## config.mk

```make
export PLATFORM = sky130hd
export DESIGN_NAME = matrix_scan
export DESIGN_NICKNAME = d
export VERILOG_FILES = /design/src/rtl/pong_pkg.sv /design/src/rtl/matrix_scan_row_composer.sv /design/src/rtl/matrix_scan.sv
export SDC_FILE = /design/constraint.sdc
export NUM_CORES = 1
export LEC_CHECK = 0
export BUFFER_PORTS_ARGS = -buffer_cell sky130_fd_sc_hd__buf_2
export CELL_PAD_IN_SITES_DETAIL_PLACEMENT = 0
export CELL_PAD_IN_SITES_GLOBAL_PLACEMENT = 2
export CORE_MARGIN = 1
export CORE_UTILIZATION = 33
export DETAILED_ROUTE_END_ITERATION = 6
export PLACE_DENSITY = 0.81
export SYNTH_ARGS = -nofsm -noshare
export SYNTH_HDL_FRONTEND = slang
export SYNTH_SLANG_ARGS = --single-unit
```

## constraint.sdc

```tcl
create_clock -name clk -period 3.73 [get_ports clk]
set_clock_uncertainty 0.1 [all_clocks]
set_input_delay 0 -clock clk [delete_from_list [all_inputs] [get_ports clk]]
set_output_delay 0 -clock clk [all_outputs]
set_load 0.02 [all_outputs]
```

## src/rtl/pong_pkg.sv

```systemverilog
// Shared types and constants for the pong LED-matrix display path.
package pong_pkg;

    localparam int DIM          = 16;
    localparam int SHIFT_CYCLES = 32;

    typedef enum logic [2:0] {
        LOAD,
        SHIFT,
        BLANK,
        LATCH,
        RSTEP,
        DISPLAY
    } scan_state_t;

endpackage

```

## src/rtl/matrix_scan_row_composer.sv

```systemverilog
// Builds the 16-pixel vector for one matrix row from the frame snapshot.
// Bit c of row_vec is column c; paddles sit in columns 0 and 15.
module row_composer
    import pong_pkg::*;
(
    input  logic [3:0]     x_s,
    input  logic [3:0]     y_s,
    input  logic [DIM-1:0] lpad_s,
    input  logic [DIM-1:0] rpad_s,
    input  logic [3:0]     row,
    output logic [DIM-1:0] row_vec
);

    // Paddles and ball are ORed together; a ball on a paddle column just stays lit.
    always_comb begin
        // NOTE: every output of a combinational block gets a default first, so no path
        // leaves it unassigned and no latch is inferred.
        row_vec          = '0;
        row_vec[0]       = lpad_s[row];
        row_vec[DIM-1]   = rpad_s[row];
        if (row == y_s) begin
            row_vec[x_s] = 1'b1;
        end
    end

endmodule

```

## src/rtl/matrix_scan.sv

```systemverilog
// Scans a 16x16 frame (ball + two paddles) row by row onto the LED matrix
// column/row shift-register chains. Inputs are snapshotted at the start of
// each frame so mid-frame updates never tear the image.
module matrix_scan
    import pong_pkg::*;
#(
    parameter int TIMERWIDTH = 10,
    parameter int DIM        = 16
) (
    input  logic           clk,
    input  logic           reset,
    input  logic [3:0]     x,
    input  logic [3:0]     y,
    input  logic [DIM-1:0] lpaddle,
    input  logic [DIM-1:0] rpaddle,
    output logic           rclk,
    output logic           rsdi,
    output logic           oeb,
    output logic           csdi,
    output logic           cclk,
    output logic           le,
    output logic           frame_start
);

    localparam logic [4:0] SHIFT_LAST = 5'(SHIFT_CYCLES - 1);

    scan_state_t           state, state_next;
    logic [4:0]            shift_cnt, shift_cnt_next;
    logic [TIMERWIDTH-1:0] dwell_cnt, dwell_cnt_next;
    logic [3:0]            row, row_next;

    // Frame snapshot
    logic [3:0]            x_s, y_s;
    logic [DIM-1:0]        lpad_s, rpad_s;
    logic                  snap_en;
    logic [DIM-1:0]        row_vec;

    // Next values of the registered outputs
    logic rclk_next, rsdi_next, oeb_next, csdi_next, cclk_next, le_next, frame_start_next;

    row_composer u_row_composer (
        .x_s     (x_s),
        .y_s     (y_s),
        .lpad_s  (lpad_s),
        .rpad_s  (rpad_s),
        .row     (row),
        .row_vec (row_vec)
    );

    // Scan sequencer: next state, counters and output values for the next cycle.
    always_comb begin
        state_next       = state;
        shift_cnt_next   = shift_cnt;
        dwell_cnt_next   = dwell_cnt;
        row_next         = row;
        snap_en          = 1'b0;
        rclk_next        = rclk;
        rsdi_next        = rsdi;
        oeb_next         = oeb;
        csdi_next        = csdi;
        cclk_next        = cclk;
        le_next          = le;
        frame_start_next = 1'b0;

        case (state)
            LOAD: begin
                snap_en          = (row == 4'd0);
                frame_start_next = (row == 4'd0);
                shift_cnt_next   = '0;
                state_next       = SHIFT;
            end
            SHIFT: begin
                // Even cycle presents the bit, odd cycle clocks it; column 15 goes first.
                if (!shift_cnt[0]) begin
                    csdi_next = row_vec[~shift_cnt[4:1]];
                    cclk_next = 1'b0;
                end else begin
                    cclk_next = 1'b1;
                end
                shift_cnt_next = shift_cnt + 5'd1;
                if (shift_cnt == SHIFT_LAST) begin
                    state_next = BLANK;
                end
            end
            BLANK: begin
                oeb_next   = 1'b1;
                cclk_next  = 1'b0;
                state_next = LATCH;
            end
            LATCH: begin
                le_next    = 1'b1;
                rsdi_next  = (row == 4'd0);
                state_next = RSTEP;
            end
            RSTEP: begin
                le_next        = 1'b0;
                rclk_next      = 1'b1;
                dwell_cnt_next = '0;
                state_next     = DISPLAY;
            end
            DISPLAY: begin
                rclk_next      = 1'b0;
                rsdi_next      = 1'b0;
                oeb_next       = 1'b0;
                dwell_cnt_next = dwell_cnt + TIMERWIDTH'(1);
                if (dwell_cnt == '1) begin
                    row_next   = row + 4'd1;
                    state_next = LOAD;
                end
            end
            default: begin
                state_next = LOAD;
            end
        endcase
    end

    // State, counters and registered outputs; reset aborts the scan on any edge.
    always_ff @(posedge clk) begin
        // NOTE: sequential state uses non-blocking assignments so every register
        // samples the pre-edge values regardless of statement order.
        if (reset) begin
            state       <= LOAD;
            shift_cnt   <= '0;
            dwell_cnt   <= '0;
            row         <= '0;
            rclk        <= 1'b0;
            rsdi        <= 1'b0;
            oeb         <= 1'b1;
            csdi        <= 1'b0;
            cclk        <= 1'b0;
            le          <= 1'b0;
            frame_start <= 1'b0;
        end else begin
            state       <= state_next;
            shift_cnt   <= shift_cnt_next;
            dwell_cnt   <= dwell_cnt_next;
            row         <= row_next;
            rclk        <= rclk_next;
            rsdi        <= rsdi_next;
            oeb         <= oeb_next;
            csdi        <= csdi_next;
            cclk        <= cclk_next;
            le          <= le_next;
            frame_start <= frame_start_next;
        end
    end

    // Frame snapshot, captured once per frame at the row-0 load.
    always_ff @(posedge clk) begin
        // NOTE: the snapshot is plain data storage and is deliberately not reset;
        // it is always rewritten before the first row that depends on it.
        if (snap_en) begin
            x_s    <= x;
            y_s    <= y;
            lpad_s <= lpaddle;
            rpad_s <= rpaddle;
        end
    end

endmodule

```

==> summary.md, run 1 <==
| Metric | Value |
|---|---|
| Area growth syn-to-layout | `31.2%` |
| Reg2Reg Setup Slack | `1.37 ns` |
| Fmax | `between 400 and 500 MHz` |
| FF-to-FF path depth | `4` |
| Adder-cell share of the synthesized area | `0.0204` |
| Synthesized area per cell | `11.5 µm²` |
| Leading area contributor after synthesis | `edfxtp_1` |
| Worst slew margin | `0.512` |
| TritonRoute pass-1 iters | `6` |
| Critical Path RT | `3.86 ns` |
| H-tree depth | `3` |
| Fin area | `4030 µm²` |
| Largest family of logic cells by synthesized area | `simple AND/OR/NAND/NOR gates` |
| HP Class | `primary input to flip-flop` |
| FF/Latch Area | `1780 µm²` |
| Most used DFF post-synth | `edfxtp_1` |
| Outcome | `complete, no violations` |
| Initial antenna violation count | `0` |
| Type of the worst setup path | `flip-flop to flip-flop` |
| Initial Util | `0.347` |
| TritonCTS sink count | `69` |
| Vias in the first global route | `2264` |
| Mapped Area | `3070 µm²` |
| Reg-to-reg endpoint | `csdi` |
| Layout cells sized above 1 | `0.204` |
| Total CTS buffers | `9` |
| Synth Area in XOR/XNOR | `0.0285` |
| Iter 0 DRT Violations | `105` |
| WL final | `6550 µm` |
| Clk Latency, worst-skew pair | `about 0.35 ns` |
| VDD IR max | `0.000341 V` |
| Post-DP HPWL | `3770 µm` |
| Layout Nets | `399` |
| First-pass GRT wire length | `around 11000 µm` |
| Least-Margin Pin Slew | `roughly 0.73 ns` |
| Cell Rows | `34` |
| Yosys reg bits | `between 60 and 70` |
| Final Setup Violations | `0` |
| Synth Area in Simple Gates | `0.153` |
| Gr usage total | `0.144` |
| IO Port Bufs | `48` |
| Worst Hold End | `row[2]` |
| Core Util, Final | `0.455` |
| Crit start category | `flip-flop` |
| Syn. warnings | `0` |
| Drt via density | `4.89` |
| CTS max path bufs | `2` |
| ANT nets after route | `0` |
| Final Hold Vio Count | `0` |
| CTS tree | `yes` |
| Synth unique cells | `46` |
| Fraction of synthesized area in multiplexers | `0.0896` |
| Worst Setup End Kind | `flip-flop` |
| Tmin final | `2.36 ns` |
| Top post-synthesis cells by area | `edfxtp_1, dfxtp_1, mux4_1` |
| Die area | `between 9000 and 10000 µm²` |
| DIE HEIGHT | `98.5 µm` |
| Reg-to-reg critical path startpoint | `state[0]` |
| Drt wl/cell | `14.1 µm` |
| WP data arrival | `2.49 ns` |
| Part of the cycle the worst path needs | `0.633` |
| N_diodes | `0` |
| GPL Wtd Cong | `0.742` |
| Register area share after synthesis | `0.580` |
| Async S/R FF share, synth | `0` |
| Setup_tns | `0 ns` |
| Vias | `2273` |
| HP Start | `reset` |
| Area of the multi-input gates | `1190 µm²` |
| Max_cap viols | `0` |
| Die X | `~98 µm` |
| Fin. max-slew vios | `0` |
| GRT Residual Overflow | `0` |
| Hold Crit Depth | `2` |
| Largest net degree at the start of global routing | `41` |
| RSZ-0062 raised after global routing | `no` |
| Clock transition at path regs | `0.08 ns` |
| Core Area | `between 8000 and 9000 µm²` |
| # DRC | `0` |
| Pwr Density | `424 nW/µm²` |
| Number of synthesized flops with an enable pin | `40` |
| Post-Syn Instances | `268` |
| Net count after synthesis | `between 300 and 400` |
| PostCTS Resize Cnt | `0` |
| # fillers | `803` |
| I/O pins | `49` |
| Synth Area in Compound Gates | `0.0933` |
| Leak | `~0.0015 µW` |
| Yosys top cell area share | `0.391` |
| Root Driver | `clkbuf_8` |
| DP Area | `3380 µm²` |
| Crit Path Max Fanout | `20` |
==> flip-flops by register name (all words and copies together) (netlist names) <==
name / cells
lpad_s: 16
rpad_s: 16
dwell_cnt: 10
shift_cnt: 5
row: 4
x_s: 4
y_s: 4
state: 3
cclk: 1
csdi: 1
frame_start: 1
le: 1
oeb: 1
rclk: 1
rsdi: 1
==> area by class of cell <==
type	instances	share of cell area
multi-input cells	176	0.296
clock inverters	7	0.0298
well taps	108	0.0335
flip-flops and latches	69	0.442
repair buffers	89	0.161
inverters	7	0.00652
clock buffers	9	0.0307
==> critical path, stage by stage, from the launching register on <==
cell     delay [ns]
dfxtp_1        0.80
inv_1          0.39
or3_1          0.51
o41ai_2        0.34
o21ai_1        0.10
==> through the flow <==
| stage | hold slack (ns) | setup slack [ns] | power (µW) | instances |
|---|---|---|---|---|
| 6_report | 0.0313 | 1.37 | 1710 | 465 |
| 4_1_cts | 0.0165 | 1.36 | 1730 | 465 |
| 2_1_floorplan | -0.00113 | 0.864 | 905 | 268 |
| 3_5_place_dp | 0.0781 | 1.37 | 940 | 409 |
| 3_3_place_gp | 0.0773 | 1.42 | 939 | 409 |
| 5_1_grt | 0.0421 | 1.18 | 1770 | 465 |
==> worst max-delay path by stage <==
stage | startpoint | endpoint | slack, ns
2_1_floorplan | row[1] | lpad_s[0] | 0.86
6_report | state[0] | csdi | 1.37
3_5_place_dp | state[0] | csdi | 1.37
4_1_cts | state[0] | csdi | 1.36
3_3_place_gp | state[0] | csdi | 1.42
5_1_grt | state[0] | csdi | 1.18
==> cells in the mapped netlist (5+ instances only) <==
library cell,count
a21oi_1,24
clkbuf_1,7
dfxtp_1,29
edfxtp_1,40
ha_1,5
inv_1,6
mux2i_1,5
mux4_1,6
nand2_1,27
nand3_1,11
nor2_1,30
nor3_1,8
nor4_1,5
o21ai_0,9
xnor2_1,5
xor2_1,5
==> logic make-up after synthesis <==
kind of cell             Yosys count
AO/OA/AOI/OAI                     48
XOR/XNOR                          10
adder cells (fa/ha/maj)            5
buffers and inverters             23
flip-flops                        69
multiplexers                      15
AND/OR/NAND/NOR                   98
==> routing by layer <==
layer	global-route usage	vias up	part of all wire
met1	0.170	1044	0.46
met2	0.245	59	0.49
li1	-	1159	-
met5	0	-	0
met3	0.0454	11	0.042
met4	0.0586	0	0.014
==> layout by cell type, fill, tap and decap left out, drive strengths merged, types with 9 or more instances in the layout <==
master	instances
dfxtp	29
edfxtp	40
nand3	11
buf	49
dlygate4sd3	40
o21ai	10
nand2	27
a21oi	25
inv	9
clkbuf	9
nor2	30
==> report_power, final <==
group	internal, µW	total (µW)	switching, µW
registers	836	851	14.9
clock network	449	751	302
logic	62.6	105	42.3
total	1350	1710	360
==> repair_timing <==
item | in CTS | in global routing
hold endpoints to repair | 40 | 0
setup endpoints to repair | 0 | 0
hold buffers | 40 | 0
buffers inserted | 0 | 0
(Power assumes the default switching activity.)
==> run 2, diff against run 1 <==
- ABC_AREA: unset -> 1
- CORE_UTILIZATION: 33 -> 31
- clock period: 3.73 -> 2 ns (I/O delays scaled with it)
==> run 2 against run 1 <==
Sequential share of layout area shrank 1.4 points. Combinational power rose to 3.8 times the previous value. Sequential cell count stayed put. Critical endpoint is now state[0]. Largest power group unchanged.
==> summary.md, run 2 <==
| Metric | Value |
|---|---|
| Least-Margin Pin Slew | `0.399 ns (-0.331 ns)` |
| Synth unique cells | `37 (-20%)` |
| Layout cells sized above 1 | `0.221 (+0.0165)` |
| Most used DFF post-synth | `edfxtp_1` |
| Final Total Pwr | `3380 µW (+98%)` |
| Async S/R FF share, synth | `0 (unchanged)` |
| Layout Nets | `481 (+21%)` |
| CTS max path bufs | `2 (unchanged)` |
| Total CTS buffers | `9 (unchanged)` |
| IO Port Bufs | `48 (unchanged)` |
| Iter 0 DRT Violations | `79 (-25%)` |
| HP Class | `primary input to flip-flop` |
| RSZ-0062 raised after global routing | `no` |
| Crit start category | `flip-flop` |
| Clock transition at path regs | `0.08 ns (about the same)` |
| Root Driver | `clkbuf_8` |
| Clock power share | `0.376 (-0.064)` |
| Pwr Density | `811 nW/µm² (+91%)` |
| H-tree depth | `3 (unchanged)` |
| I/O pins | `49 (unchanged)` |
| ANT nets after route | `0 (unchanged)` |
| Initial antenna violation count | `0 (unchanged)` |
| Largest net degree at the start of global routing | `34 (-17%)` |
| # fillers | `965 (+20%)` |
| Worst Setup End Kind | `flip-flop` |
| Most common library cell in the layout ignoring fill and taps | `nand2_1` |
| Most frequent cells in the layout | `nand2_1, buf_2, dlygate4sd3_1` |
| Vias in the first global route | `2447 (+8.1%)` |
| Internal power | `2540 µW (+89%)` |
| DP Area | `3520 µm² (+3.9%)` |
| Core Area | `9680 µm² (+9.4%)` |
| Top post-synthesis cells by area | `edfxtp_1, dfxtp_1, nand2_1` |
| WP data arrival | `1.92 ns (-0.57 ns)` |
| Post-DP HPWL | `4730 µm (+25%)` |
| Most frequent cell after synthesis | `nand2_1` |
| GRT Residual Overflow | `0 (unchanged)` |
| Cell Rows | `36 (+5.9%)` |
| Yosys top cell area share | `0.390 (-0.00143)` |
| Tmin final | `1.78 ns (-0.584 ns)` |
| Fmax | `563 MHz (+33%)` |
| Clk Latency, worst-skew pair | `0.35 ns (about the same)` |
| VDD IR max | `0.000264 V (-23%)` |
| Drt wl/cell | `12.1 µm (-14%)` |
| Leading area contributor after synthesis | `edfxtp_1` |
| Syn. warnings | `0 (unchanged)` |
| Number of synthesized flops with an enable pin | `40 (unchanged)` |
| Final Non-Filler Cells | `572 (+23%)` |
| Mapped Area | `3080 µm² (+0.37%)` |
| Largest regs | `lpad_s x16, rpad_s x16, dwell_cnt x10` |
| Seq pwr share | `0.506 (+0.007)` |
| Combinational fraction of design power | `0.118 (+0.057)` |
| Drt via density | `4.41 (-9.8%)` |
| Initial Util | `0.318 (-0.0288)` |
| Final Setup Violations | `0 (unchanged)` |
| Crit Path Max Fanout | `3 (-85%)` |
| WL final | `6930 µm (+5.8%)` |
| Setup_tns | `0 ns (unchanged)` |
| # DRC | `0 (unchanged)` |
| Max_cap viols | `0 (unchanged)` |
| Sw frac | `0.248 (+0.0370)` |
| Net switching power | `836 µW (+130%)` |
| Outcome | `complete, no violations` |
| Fin area | `4160 µm² (+3.3%)` |
| Final Hold Vio Count | `0 (unchanged)` |
| Type of the worst setup path | `flip-flop to flip-flop` |
| N_diodes | `0 (unchanged)` |
| Die area | `10300 µm² (+6.7%)` |
| Critical Path RT | `2.14 ns (-1.72 ns)` |
| Worst slew margin | `0.734 (+0.221)` |
| Placed Cells | `514 (+26%)` |
| Yosys reg bits | `69 (unchanged)` |
| Fin. max-slew vios | `0 (unchanged)` |
| Post-Syn Instances | `335 (+25%)` |
| DIE HEIGHT | `102 µm (+3.3%)` |
| First-pass GRT wire length | `11400 µm (+6.7%)` |
| Area growth syn-to-layout | `35.1%` |
| Die X | `102 µm (+3.3%)` |
| Gr usage total | `0.146 (+0.00206)` |
| Register area share after synthesis | `0.578 (-0.00212)` |
| TritonRoute pass-1 iters | `4 (-2)` |
| Net count after synthesis | `382 (+21%)` |
| TritonCTS sink count | `69 (unchanged)` |
| CTS tree | `yes` |
| Core Util, Final | `0.430 (-0.0255)` |
| Commonest cells post-synth | `nand2_1, edfxtp_1, inv_1, nor2_1, dfxtp_1` |
| Part of the cycle the worst path needs | `0.889 (+0.256)` |
| GPL Wtd Cong | `0.806 (+8.5%)` |
| Leak | `0.00167 µW (+8.5%)` |
| Synthesized area per cell | `9.20 µm² (-20%)` |
| Vias | `2521 (+11%)` |
==> run 2: cell types whose count changed after synthesis, moves of 5 or more <==
cell and change:
inv_2 +7, mux4_1 -6, nand3_1 +9, nand2_1 +48, nor4_1 -5, inv_1 +28, mux2i_1 -5
==> run 2: worst max-delay path: stages, from the launching register on <==
cell and delay, ns:
dfxtp_1 0.34, ha_2 0.19, nand3_1 0.11, nor2_1 0.15
nand3_1 0.11, nor2_2 0.16, nand3_2 0.11, nand2_1 0.11
o21ai_1 0.10, o21ai_1 0.12, inv_1 0.06
==> run 2: final cells by class <==
| type | instances | area (µm²) | share of cell area |
|---|---|---|---|
| inverters | 41 | 154 | 0.0370 |
| repair buffers | 97 | 723 | 0.174 |
| clock buffers | 9 | 124 | 0.0298 |
| clock inverters | 7 | 98.8 | 0.0237 |
| flip-flops and latches | 69 | 1780 | 0.429 |
| well taps | 133 | 166 | 0.0400 |
| multi-input cells | 216 | 1110 | 0.267 |
==> run 2: per-layer routing <==
metal,GRT usage,wire [µm],vias to the layer above,part of all wire
met3,0.0317,224,9,0.032
met2,0.248,3400,41,0.49
met4,0.0669,112,0,0.016
met1,0.178,3190,1155,0.46
met5,0,0,-,0
li1,-,-,1316,-
==> run 2: logic make-up after synthesis <==
kind of cell	Yosys count	synth area share
buffers and inverters	50	0.0658
adder cells (fa/ha/maj)	5	0.0203
XOR/XNOR	6	0.0171
AO/OA/AOI/OAI	55	0.102
AND/OR/NAND/NOR	150	0.216
flip-flops	69	0.578
==> run 2: power groups by stage <==
stage          Clock [µW]  Combinational [µW]  Sequential [µW]
4_1_cts              1300                 403             1710
3_3_place_gp            0                 338             1740
6_report             1270                 399             1710
5_1_grt              1360                 446             1720
2_1_floorplan           0                 197             1740
3_5_place_dp            0                 341             1740
==> run 2: worst paths after layout <==
kind / cells past startpoint / start / slack (ns) / end
worst max-delay path: 10 / dwell_cnt[0] / 0.22 / state[0]
worst min-delay path: 2 / lpaddle[11] / 0.25 / lpad_s[11]
worst max register to register: 10 / dwell_cnt[0] / 0.22 / state[0]
worst min register to register: 2 / le / 0.36 / le
==> run 2: what timing repair did <==
action / CTS / global route
endpoints found under the setup margin: 0 / 2
endpoints found under the hold margin: 49 / 0
hold buffers: 41 / 0
setup buffers: 0 / 1
gates resized for setup: 0 / 3
==> run 2: per-stage QoR <==
| stage | worst slack, ns | hold WS [ns] |
|---|---|---|
| 6_report | 0.223 | 0.252 |
| 5_1_grt | 0.00944 | 0.239 |
| 4_1_cts | 0.202 | 0.235 |
| 3_5_place_dp | 0.222 | 0.0781 |
| 3_3_place_gp | 0.269 | 0.0783 |
| 2_1_floorplan | 0.0129 | -0.00113 |
